File: config.mk
export PLATFORM = sky130hd
export DESIGN_NAME = pe_sequencer
export DESIGN_NICKNAME = d
export VERILOG_FILES = /design/src/rtl/pe_sequencer.sv
export SDC_FILE = /design/constraint.sdc
export NUM_CORES = 1
export LEC_CHECK = 0
export ABC_AREA = 1
export CAP_MARGIN = 5
export CORE_ASPECT_RATIO = 1.1
export CORE_UTILIZATION = 35
export DETAILED_ROUTE_END_ITERATION = 12
export GPL_TIMING_DRIVEN = 0
export PLACE_DENSITY = 0.68
export SYNTH_ARGS = -nofsm -noshare
export SYNTH_HDL_FRONTEND = slang
export SYNTH_SLANG_ARGS = --single-unit
export TNS_END_PERCENT = 20
File: constraint.sdc
create_clock -name clk -period 4.2 [get_ports clk]
set_input_delay 1.26 -clock clk [delete_from_list [all_inputs] [get_ports clk]]
set_output_delay 1.26 -clock clk [all_outputs]
set_load 0.02 [all_outputs]
File: src/rtl/pe_sequencer.sv
// Control FSM stepping one PE through clear / fetch / drain / [bias] / write / done.
// Build option: define PE_SEQ_BIAS_EN to include the BIAS state (mux_select=10).
module pe_sequencer #(
  parameter int CNT_W = 8,
  parameter int ID_W  = 4
) (
  input  logic             clk,
  input  logic             reset,
  input  logic             start,
  input  logic [CNT_W-1:0] num_inputs,
  input  logic [ID_W-1:0]  neuron_id,
  input  logic             abort,
  output logic             busy,
  output logic             done,
  output logic             err,
  output logic [CNT_W-1:0] rd_addr,
  output logic             read_enable,
  output logic [1:0]       mux_select,
  output logic [ID_W-1:0]  demux_select,
  output logic             write_enable
);

  typedef enum logic [2:0] {
    IDLE,
    CLEAR,
    FETCH,
    DRAIN,
`ifdef PE_SEQ_BIAS_EN
    BIAS,
`endif
    WRITE,
    DONE
  } state_t;

  localparam logic [CNT_W-1:0] ONE = CNT_W'(1);

  state_t           state, state_d;
  logic [CNT_W-1:0] n_q, n_d;
  logic [CNT_W-1:0] addr_d;
  logic [ID_W-1:0]  id_d;
  logic             acc_en, acc_d;
  logic             busy_d, done_d, err_d, re_d, we_d;
  logic [1:0]       mux_d;

  // Next state plus next value of every registered output (Moore, fully registered)
  always_comb begin
    state_d = state;
    n_d     = n_q;
    id_d    = demux_select;
    addr_d  = rd_addr;
    err_d   = 1'b0;
    case (state)
      IDLE, DONE: begin
        state_d = IDLE;
        if (start) begin
          if (num_inputs != '0) begin
            state_d = CLEAR;
            n_d     = num_inputs;
            id_d    = neuron_id;
          end else begin
            err_d = 1'b1;
          end
        end
      end
      CLEAR: begin
        state_d = FETCH;
        addr_d  = '0;
      end
      FETCH: begin
        // Exit on the last index so N = 2^CNT_W-1 never needs the counter to wrap
        if (rd_addr == n_q - ONE) begin
          state_d = DRAIN;
          addr_d  = '0;
        end else begin
          addr_d = rd_addr + ONE;
        end
      end
`ifdef PE_SEQ_BIAS_EN
      DRAIN:   state_d = BIAS;
      BIAS:    state_d = WRITE;
`else
      DRAIN:   state_d = WRITE;
`endif
      WRITE:   state_d = DONE;
      default: state_d = IDLE;
    endcase

    if (abort && state != IDLE) begin
      state_d = IDLE;
      addr_d  = '0;
      err_d   = 1'b0;
    end

    busy_d = (state_d != IDLE);
    done_d = (state_d == DONE);
    re_d   = (state_d == FETCH);
    we_d   = (state_d == WRITE);
    // Memory returns data one cycle after the read strobe
    acc_d  = read_enable && (state_d != IDLE);

    mux_d = 2'b11;
    case (state_d)
      CLEAR: mux_d = 2'b00;
      FETCH: mux_d = acc_d ? 2'b01 : 2'b11;
      DRAIN: mux_d = 2'b01;
`ifdef PE_SEQ_BIAS_EN
      BIAS:  mux_d = 2'b10;
`endif
      default: mux_d = 2'b11;
    endcase
  end

  always_ff @(posedge clk or negedge reset) begin
    if (!reset) begin
      state        <= IDLE;
      n_q          <= '0;
      busy         <= 1'b0;
      done         <= 1'b0;
      err          <= 1'b0;
      rd_addr      <= '0;
      read_enable  <= 1'b0;
      mux_select   <= 2'b11;
      demux_select <= '0;
      write_enable <= 1'b0;
      acc_en       <= 1'b0;
    end else begin
      state        <= state_d;
      n_q          <= n_d;
      busy         <= busy_d;
      done         <= done_d;
      err          <= err_d;
      rd_addr      <= addr_d;
      read_enable  <= re_d;
      mux_select   <= mux_d;
      demux_select <= id_d;
      write_enable <= we_d;
      acc_en       <= acc_d;
    end
  end

endmodule

# Word-level counts from Yosys, hierarchy flattened
# Index checks and enable logic that the tools add are counted.
# totals
register_bits,30
output_inout_bits,19
# op_classes
add_sub_neg,2
eq_ne,11
muxes,14
reduce_logical,9
# op_table
cell,count
$mux W8,2
$pmux W8 S2,1
$pmux W3 S5,1
$eq A3 B2 Y1 const B,4
$eq A3 B3 Y1 const B,4
$reduce_bool A3 Y1,3
$add A8 B1 Y8 const B,1
$eq A8 B8 Y1,1
$reduce_bool A8 Y1,1
$sub A8 B1 Y8 const B,1
$eq A3 B1 Y1 const B,2
$mux W1,6
$mux W3,2
$pmux W2 S3,1
$logic_not A3 Y1,1
$reduce_and A3 Y1,1
$logic_and A1 B1 Y1,2
$mux W2,1
$reduce_or A2 Y1,1

# Logic depth before layout (Yosys ltp)
# logic_depth
depth_word,9
ltp_mapped,15

# Least setup slack after synthesis
# No wires, ideal clock.
# synth_timing
kind,input port to flip-flop
from,input port num_inputs[3]
to,register busy
t_arrival_ns,2.044
required_time_ns,4.071
path_slack_ns,2.026
cell_stages,8
n_path_buf,0
path_cell_list,nor2_1 -> nand4_1 -> inv_1 -> nor2_4 -> a21oi_1 -> nand2_2 -> nand2_2 -> nand3_1
# synth_between
elab_chain_cells,6
# synth_rtl
item,line,rtl
from (decl),10,"input logic [CNT_W-1:0] num_inputs,"
$reduce_bool A8 Y1,56,if (num_inputs != '0) begin
$mux W1,56,
$mux W1,55,if (start) begin
$pmux W3 S5,52,case (state)
$mux W3,88,if (abort && state != IDLE) begin
$reduce_bool A3 Y1,94,busy_d = (state_d != IDLE);
via busy_d,42,"logic busy_d, done_d, err_d, re_d, we_d;"
to (signal assigned),129,busy <= busy_d;
to (decl),13,"output logic busy,"
# The timed path passes the listed nets, and every way through them passes these cells.
# A chain may end at the register's enable or synchronous reset.

# Final worst setup path
# layout_timing
from,register mux_select[1]
to,output port mux_select[1]
# layout_lines
item,line,rtl
from (decl),18,"output logic [1:0] mux_select,"
from (signal assigned),134,mux_select <= mux_d;
# No word-level cell between the ends.

==> reports/results.ini <==
[synthesis]
synth_ff_type=dfrtp_1
yosys.area_share.simple=0.2891
syn_area_per_cell_sq_um=8.335
synth-seq-cells=30
synthDistinctLibCells=25
postSynth.asyncResetShare=1.000
synth_edf_count=0
synthCells=189
yosys.area_share.adder=0.01589
synth_compound_area_frac=0.05878
synth_common_cells=nand2_1 (48), dfrtp_1 (28), inv_1 (22)
syn_nets=207
yosysMostFrequentCell=nand2_1
synthTopCellsByArea=dfrtp_1 (44%), nand2_1 (11%), inv_1 (5.2%), mux2_2 (5.0%), nand3_1 (4.8%)
synth.area.mux_share=0.05004
synth_top_family_by_area=simple AND/OR/NAND/NOR gates
synthXorXnorAreaFrac=0.05004
synth_top_area_frac=0.4448
yosysSeqAreaShare=0.4782
ys_warn_count=0
netlist_area_sq_um=1575
synth_top_area_cell=dfrtp_1

[critical_path]
crit_chain=clkdlybuf4s50_1
start_kind=flop
critical_path_class=reg2out
path_delay_family=buffers and inverters
required_ns=2.94
cpMaxStageDelayCell=clkdlybuf4s50_1
end_kind=output port
arrival_ns=1.39
r2r-end=write_enable
slowest_delay_ns=0.59
reg2reg_from=n_q[0]
crit_fanout=1
regToRegSetupSlack_ns=2.29
rr_worst_depth=15
critPathBufInv=1

[die]
die_area_sq_um=4773
rows=25
io_pins=35
die_h_um=72.36
die_w_um=65.97
coreArea_sq_um=4317
start_util=0.3649

[min_path]
min_path_type=reg2reg
holdPathEnd=mux_select[1]
hold_depth=3
min_from=read_enable

[timing]
clock.fmax_mhz=377.0
fin_crit_sh=0.6315
skew_ns=0.007759
slew_headroom=0.4708
min_period_ns=2.652
rsz0062_at_grt=no
setup_viol=0
fin_hold_ws_ns=0.4996
finalSetupTns_ns=0
finalHoldViolations=0
slew_viol_final=0
worstMarginPinSlew_ns=0.7913

[grt]
grt_usage=0.1608
grt_pass1_vias=1403
grt_pass1_wl_um=5816
antenna_found_initial=0
grt_max_degree=17
grt-ovfl-total=0

[pwr]
total_power_mw=1.322
power_frac_seq=0.348
intPower_mw=0.7688
comb_power_share=0.482
swShare=0.4183
leakagePower_nw=0.9499
p_sw_mw=0.5528
power_density_nw_per_um2=631.4
power_frac_clock=0.170
worst_ir_drop_vdd_uv=308.7

[routing]
drc=0
routed.top_layer=met4
drtPass1Iterations=4
post_drt_via_cell_ratio=4.696
drt_iter0_drc=63
wl_met2_um=1531
wl_met3_um=179
finalWirelength_um=3213
wl_per_cell_um=11.23
antenna_left=0
num_vias=1343
wl_met1_um=1457

[finish]
syn2layout_area_growth_pct=32.88
nNetsFinal=249
diodes=0
regArea_sq_um=753.2
multi_input_area_sq_um=730.7
drive_above_1_share=0.1466
fin_util=0.4849
final.fill_count=430

[clocking]
cts_resized=0
cts_tree=built
cts.path.max_buffers=2
clk_pin_slew_ns=0.06
cts_max_level=2
cts_inserted_buffers=5
cts.sinks=30
insertion_delay_ns=0.29
root_buffer=clkbuf_8
postCtsSetupRepairBufs=0
holdBufCountCts=0

[place]
finalWeightedCongestion=0.7887
io_buffers=34
detailed_place_hpwl_um=2468

[flow_run]
maxCapViolCount=0

[outcome]
status=complete, no violations

logic make-up after synthesis:
kind of cell | Yosys count
xor gates and xnor gates | 9
muxes | 7
and+or+nand+nor | 101
buffers and inverters | 24
adders and majority gates | 2
DFF | 30
AOI/OAI and AO/OA | 16
area by class of cell:
cell class	instances	share of cell area
inverters	23	0.04124
clock buffers	6	0.03467
repair buffers	35	0.1757
clock inverters	2	0.004782
multi-input cells	135	0.3491
flip-flops and latches	30	0.3598
well taps	54	0.03228
plain buffers	1	0.002391
placed cells by master (no fill, tap or decap), types with 2 or more instances in the layout:
| master | count |
|---|---|
| clkbuf_8 | 5 |
| dfrtp_1 | 28 |
| nand3_1 | 15 |
| xnor2_1 | 5 |
| a21oi_1 | 3 |
| xor2_1 | 4 |
| nand4_1 | 2 |
| nor3_1 | 3 |
| clkinv_2 | 2 |
| mux2_2 | 7 |
| nor2_1 | 18 |
| o21ai_0 | 6 |
| nand3b_1 | 2 |
| o22ai_1 | 4 |
| nand2_1 | 48 |
| dfstp_2 | 2 |
| clkdlybuf4s50_1 | 34 |
| inv_1 | 22 |
| nor2_2 | 6 |
| ha_1 | 2 |
| nand2_2 | 5 |
state kept, by name, indices dropped and copies added, names as in the netlist:
name	count
done	1
rd_addr	8
mux_select	2
err	1
n_q	8
read_enable	1
state	3
busy	1
demux_select	4
write_enable	1
worst max path at each step:
stage	start	end	slack, ns	cells after the start
after floorplan	num_inputs[3]	busy	2.03	8
after global placement	reset	n_q[1]	1.34	1
after detailed placement	num_inputs[1]	write_enable	1.36	10
after CTS	mux_select[1]	mux_select[1]	1.54	1
after global routing	num_inputs[1]	write_enable	1.48	10
final	mux_select[1]	mux_select[1]	1.55	1
worst min-delay path, stage by stage (launching register included):
cell and delay, ns:
dfrtp_1 0.34, nand2_1 0.05, nand2_1 0.06, nand2_1 0.04
metrics by stage:
stage	cell area, sq um	worst slack (ns)	cells
after floorplan	1575	2.026	189
after global placement	1983	1.341	277
after detailed placement	2011	1.361	278
after CTS	2093	1.536	286
after global routing	2093	1.481	286
final	2093	1.548	286
power by group through the flow:
stage          logic [mW]  clock network, mW  registers [mW]
5_1_grt             0.727              0.239           0.473
4_1_cts             0.646              0.229           0.461
3_3_place_gp        0.632                  0           0.464
6_report            0.637              0.224           0.460
2_1_floorplan       0.404                  0           0.506
3_5_place_dp        0.641                  0           0.465
layer usage:
| metal | vias up | GRT usage |
|---|---|---|
| met5 | - | 0 |
| met4 | 0 | 0.06619 |
| met3 | 6 | 0.05189 |
| met2 | 28 | 0.2664 |
| met1 | 624 | 0.1910 |
| li1 | 685 | - |
Note: power is estimated with default switching activity, not from simulation.
